## config.mk

```make
export PLATFORM = sky130hd
export DESIGN_NAME = rns_fwd_conv_pipe
export DESIGN_NICKNAME = d
export VERILOG_FILES = /design/src/rtl/rns_pkg.sv /design/src/rtl/rns_fwd_conv_pipe_fold.sv /design/src/rtl/rns_fwd_conv_pipe.sv
export SDC_FILE = /design/constraint.sdc
export NUM_CORES = 1
export LEC_CHECK = 0
export ABC_AREA = 1
export BUFFER_PORTS_ARGS = -buffer_cell sky130_fd_sc_hd__buf_2
export CAP_MARGIN = 20
export CORE_UTILIZATION = 30
export DETAILED_ROUTE_END_ITERATION = 10
export HOLD_SLACK_MARGIN = 0.08
export PLACE_DENSITY_LB_ADDON = 0.05
export SLEW_MARGIN = 20
export SYNTH_ARGS = -nofsm -noshare
export SYNTH_HDL_FRONTEND = slang
export SYNTH_SLANG_ARGS = --single-unit
```

## constraint.sdc

```tcl
create_clock -name clk -period 2.5 [get_ports clk]
set_input_delay 0.25 -clock clk [delete_from_list [all_inputs] [get_ports clk]]
set_output_delay 0.25 -clock clk [all_outputs]
set_load 0.02 [all_outputs]
```

## src/rtl/rns_pkg.sv

```systemverilog
// rns_pkg: width helpers and modulus/period table for the RNS forward converters.
package rns_pkg;

    function automatic int clog2(input int v);
        int r;
        r = 0;
        while ((64'd1 << r) < 64'(v)) r++;
        return r;
    endfunction

    // Number of PERIOD-bit groups covering a w-bit word (NUM_G, NUM_G1).
    function automatic int num_groups(input int w, input int p);
        return (w + p - 1) / p;
    endfunction

    // Width of the sum of those groups (SUM_SIZE, F_SIZE).
    function automatic int fold_width(input int w, input int p);
        return p + clog2(num_groups(w, p));
    endfunction

    function automatic int period_of(input int m);
        return m == 21 ? 6 : m == 31 ? 5 : m == 17 ? 8 : m == 13 ? 12 : 0;
    endfunction

endpackage

```

## src/rtl/rns_fwd_conv_pipe_fold.sv

```systemverilog
// rns_fold_sum: adds the zero-extended PERIOD-bit groups of din.
module rns_fold_sum
    import rns_pkg::*;
#(
    parameter int IN_W   = 16,
    parameter int PERIOD = 6,
    localparam int OUT_W = fold_width(IN_W, PERIOD)
) (
    input  logic [IN_W-1:0]  din,
    output logic [OUT_W-1:0] sum
);
    localparam int NG = num_groups(IN_W, PERIOD);

    logic [NG*PERIOD-1:0] ext;

    assign ext = (NG*PERIOD)'(din);

    always_comb begin
        sum = '0;
        for (int i = 0; i < NG; i++) sum = sum + OUT_W'(ext[i*PERIOD +: PERIOD]);
    end
endmodule

```

## src/rtl/rns_fwd_conv_pipe.sv

```systemverilog
// rns_fwd_conv_pipe: 3-stage binary-to-residue converter (fold, fold, exact correction)
// with valid/ready backpressure and a sideband tag.
module rns_fwd_conv_pipe
    import rns_pkg::*;
#(
    parameter int N_SIZE = 16,
    parameter int MOD    = 21,
    parameter int PERIOD = 6,
    parameter int TAG_W  = 4,
    localparam int RES_W = clog2(MOD)
) (
    input  logic             clk,
    input  logic             rst_n,
    input  logic             in_valid,
    output logic             in_ready,
    input  logic [N_SIZE-1:0] N,
    input  logic [TAG_W-1:0] in_tag,
    output logic             out_valid,
    input  logic             out_ready,
    output logic [RES_W-1:0] residue,
    output logic [TAG_W-1:0] out_tag
);
    localparam int SUM_SIZE = fold_width(N_SIZE, PERIOD);
    localparam int F_SIZE   = fold_width(SUM_SIZE, PERIOD);
    localparam int KMAX     = ((1 << F_SIZE) - 1) / MOD;

    if (MOD < 3 || MOD % 2 == 0 || (64'd1 << PERIOD) % 64'(MOD) != 64'd1) begin : g_bad_period
        $fatal(1, "rns_fwd_conv_pipe: 2^%0d mod %0d != 1", PERIOD, MOD);
    end
    if (F_SIZE > PERIOD + 1) begin : g_bad_width
        $fatal(1, "rns_fwd_conv_pipe: F_SIZE %0d exceeds PERIOD+1", F_SIZE);
    end

    logic [SUM_SIZE-1:0] fold1, s1_sum_q, s1_sum_d;
    logic [F_SIZE-1:0]   fold2, s2_sum_q, s2_sum_d, red;
    logic [TAG_W-1:0]    s1_tag_q, s1_tag_d, s2_tag_q, s2_tag_d, out_tag_q, out_tag_d;
    logic [RES_W-1:0]    residue_q, residue_d;
    logic                s1_v_q, s1_v_d, s2_v_q, s2_v_d, out_v_q, out_v_d;
    logic                adv1, adv2, adv3;

    rns_fold_sum #(.IN_W(N_SIZE), .PERIOD(PERIOD)) u_fold1 (.din(N), .sum(fold1));
    rns_fold_sum #(.IN_W(SUM_SIZE), .PERIOD(PERIOD)) u_fold2 (.din(s1_sum_q), .sum(fold2));

    always_comb begin
        adv3 = !out_v_q || out_ready;
        adv2 = !s2_v_q || adv3;
        adv1 = !s1_v_q || adv2;
        // Highest matching multiple wins; all compares run in parallel.
        red = s2_sum_q;
        for (int k = 1; k <= KMAX; k++)
            if (s2_sum_q >= F_SIZE'(k * MOD)) red = s2_sum_q - F_SIZE'(k * MOD);
        s1_v_d    = adv1 ? in_valid : s1_v_q;
        s1_sum_d  = (adv1 && in_valid) ? fold1 : s1_sum_q;
        s1_tag_d  = (adv1 && in_valid) ? in_tag : s1_tag_q;
        s2_v_d    = adv2 ? s1_v_q : s2_v_q;
        s2_sum_d  = (adv2 && s1_v_q) ? fold2 : s2_sum_q;
        s2_tag_d  = (adv2 && s1_v_q) ? s1_tag_q : s2_tag_q;
        out_v_d   = adv3 ? s2_v_q : out_v_q;
        residue_d = (adv3 && s2_v_q) ? RES_W'(red) : residue_q;
        out_tag_d = (adv3 && s2_v_q) ? s2_tag_q : out_tag_q;
    end

    always_ff @(posedge clk or negedge rst_n) begin
        if (!rst_n) begin
            s1_v_q    <= 1'b0;
            s1_sum_q  <= '0;
            s1_tag_q  <= '0;
            s2_v_q    <= 1'b0;
            s2_sum_q  <= '0;
            s2_tag_q  <= '0;
            out_v_q   <= 1'b0;
            residue_q <= '0;
            out_tag_q <= '0;
        end else begin
            s1_v_q    <= s1_v_d;
            s1_sum_q  <= s1_sum_d;
            s1_tag_q  <= s1_tag_d;
            s2_v_q    <= s2_v_d;
            s2_sum_q  <= s2_sum_d;
            s2_tag_q  <= s2_tag_d;
            out_v_q   <= out_v_d;
            residue_q <= residue_d;
            out_tag_q <= out_tag_d;
        end
    end

    assign in_ready  = adv1;
    assign out_valid = out_v_q;
    assign residue   = residue_q;
    assign out_tag   = out_tag_q;
endmodule

```

==> out/metrics.yaml <==
yosys:
  synth_ff_type: "dfrtp_1"
  ys_top_cells_by_area: "dfrtp_1 34%, nand2_1 14%, ha_1 11%, inv_1 6.6%, a21oi_1 3.7%"
  ys_async_sr_fraction: 1.00
  syn_area_per_cell_sq_um: 7.46
  synth_top_cell_area_share: 0.337
  yosys-top-cells-count: "100 x nand2_1, 46 x inv_1, 35 x dfrtp_1"
  syn_nets: 398
  synth_top_cell_by_area: "dfrtp_1"
  synth_edf_count: 0
  ys_warn_count: 0
  ys_types: 36
  ys_seq_area_frac: 0.337
  syn_inst: 348
  syn_area_sq_um: 2600
  synth_seq_cells: 35
  synth_most_common_cell: "nand2_1"
clocking:
  cts_tree: "done"
  clk_pin_slew_worst_paths_ps: 80
  cts-resized-gates: 0
  cts.sinks: 35
  clock_latency_ps: 280
  cts_setup_buffers: 0
  cts_made_buffers: 5
  htree_levels: 2
  cts-root-buf: "clkbuf_8"
  cts_buffer_depth: 2
worst_hold_path:
  hp-class: "in2reg"
global_routing:
  met1_usage: 0.190
  use_met2: 0.259
  grt_pass1_vias: 2216
  grt_max_degree: 36
  grt_util_met3: 0.0239
  grt_pass1_wl_mm: 10.4
  grt.busiest_layer: "met2"
  grt_usage: 0.147
  overflow: 0
  antenna_found_initial: 0
worst_setup_path:
  slowest_stage: "fa_1"
  worstPathMaxFanout: 4
  r2r_setup_slack_ps: 440
  cp_num_buf_inv: 2
  critPathMostFrequentCell: "nor2_1"
  timing_worst_setup_path_type: "in2reg"
  cpLargestDelayFamily: "adder cells"
  max_stage_delay_ps: 390
  cp.arrival_ps: 2270
  worst_ep_required_time_ps: 2680
  cp-start-kind: "input port"
  worstSetupEndpointType: "flip-flop"
  path_cells: "buf_2 -> ha_1 -> inv_1 -> fa_1 -> xnor2_1 -> ha_1 -> nand2_1 -> nor2_1 -> a211oi_1 -> nor2_1 -> nor2_1 -> nor2_1 -> xnor2_1 -> nand2_1 -> nand2_1"
die:
  rows: 33
  die_w_microns: 95.1
  fp.dieH_microns: 95.1
  core_sq_um: 8300
  start_util: 0.313
  num_io_pins: 35
  die_area_sq_um: 9030
sta:
  rsz0062_at_grt: "false"
  fin_crit_ps: 2090
  post-route-period-util: 0.835
  worst_clock_skew_ps: 8.95
  drv_slew: 0
  setup_viol: 0
  final-hold-violation-count: 0
  slew_headroom: 0.466
  fmax_ghz: 0.479
  worstMarginPinSlew_ps: 801
  setup_tns_ps: 0
finish:
  synthToLayoutAreaGrowth_pct: 16.8
  final_nets: 441
  multi_input_area_sq_um: 1510
  antennaDiodeCount: 0
  design_area_sq_um: 3030
  drive_gt1_frac: 0.181
  register_area_sq_um: 876
  fillers: 876
run:
  drv_cap: 0
routing:
  num_vias: 2239
  post-route-drc-count: 0
  drt_iter0_drc: 60
  route.detailed.vias_per_inst: 4.51
  wl_per_cell_microns: 11.8
  ant_nets: 0
  wl_mm: 5.84
  first_pass_iters: 4
place:
  dp_hpwl_mm: 4.65
  port_buffers: 34
  gp_congestion: 0.795
  place_area_sq_um: 2910
power:
  p_comb_frac: 0.548
  power.leakage_nw: 1.61
  clkPwrFrac: 0.160
  p_sw_w: 0.00150
  internal-power_w: 0.00171
  switching_share: 0.467
  seq_power_share: 0.292
  power.density_nw_per_um2: 1050
  vdd_drop_max_v: 0.000301
run_status:
  status: "completed"
[logic make-up (layout without fill, tap and decap cells)]
group           Yosys count  count (layout)  share of synthesized area
compound gates           61              61                      0.134
fa+ha+maj                26              26                      0.134
simple gates            158             158                      0.264
xor+xnor                 13              13                     0.0467
flops                    35              35                      0.337
buf+inv                  55              99                     0.0833
[worst min-delay path, delay by kind of cell]
| family | cells | cell delay (ps) |
|---|---|---|
| compound gates | 1 | 50 |
| simple gates | 1 | 40 |
| buf+inv | 1 | 70 |
[placed cells by master, fill, tap and decap left out, types with 2 or more instances in the layout]
cell	n
o21a_1	2
nand3_2	2
xor2_1	8
inv_2	5
buf_2	34
fa_1	3
nor2_2	3
a21oi_1	19
nand2_2	6
ha_1	23
nor2_1	22
buf_4	5
nor2_4	2
o21ai_1	7
nand2_1	100
a31oi_1	2
a21o_1	2
inv_1	46
nor3_1	3
a21oi_2	2
o21ai_0	19
clkbuf_8	5
o22ai_1	3
nand3_1	15
xnor2_1	4
nand4_1	2
dfrtp_1	35
[final cells by class]
type,instances,area share
clock inverter,3,0.0144
clock buffer,5,0.0227
tap,105,0.0433
inverter,51,0.0631
timing repair buffer,40,0.0718
multi-input combinational,258,0.496
sequential,35,0.289
[metrics by stage]
| step | worst slack [ps] | util | hold WS, ps | power (W) | instances |
|---|---|---|---|---|---|
| after floorplan | 343 | - | -45.6 | 0.00224 | 348 |
| after global placement | 125 | 0.351 | 394 | 0.00273 | 488 |
| after detailed placement | 82.7 | 0.351 | 390 | 0.00272 | 488 |
| after CTS | 397 | 0.366 | 159 | 0.00325 | 497 |
| after global routing | 177 | 0.366 | 168 | 0.00357 | 497 |
| final | 412 | 0.366 | 164 | 0.00320 | 497 |
[registers in the layout, summed over array words and instances, names as in the netlist]
| name | cells |
|---|---|
| s1_tag_q | 4 |
| residue | 5 |
| s2_v_q | 1 |
| s2_tag_q | 4 |
| s1_sum_q | 8 |
| s1_v_q | 1 |
| s2_sum_q | 7 |
| out_valid | 1 |
| out_tag | 4 |
[power by group through the flow]
stage	logic (W)	registers [W]	clock network, W
after global placement	0.00178	0.000950	0
after CTS	0.00178	0.000938	0.000532
final	0.00175	0.000935	0.000510
after global routing	0.00205	0.000969	0.000555
after detailed placement	0.00177	0.000949	0
after floorplan	0.00123	0.00101	0
[layer usage]
layer / wire (microns) / part of all wire / up-vias
li1: - / - / 1206
met1: 2870 / 0.49 / 1006
met2: 2840 / 0.49 / 25
met3: 87 / 0.015 / 2
met4: 39 / 0.0067 / 0
met5: 0 / 0 / -
[path summary, 6_finish.rpt]
path / cells past startpoint / endpoint / startpoint
min reg2reg: 2 / residue[1] / residue[1]
max in group asynchronous: 2 / s2_sum_q[4] / rst_n
max reg2reg: 11 / residue[4] / s2_sum_q[2]
min: 3 / s1_tag_q[1] / in_tag[1]
min in group asynchronous: 2 / residue[3] / rst_n
max: 15 / s1_sum_q[5] / N[0]
[repair_timing]
item	4_1_cts	5_1_grt
setup endpoints to repair	0	0
hold endpoints to repair	10	0
hold buffers	1	0
Power figures use the tool's default switching activity.
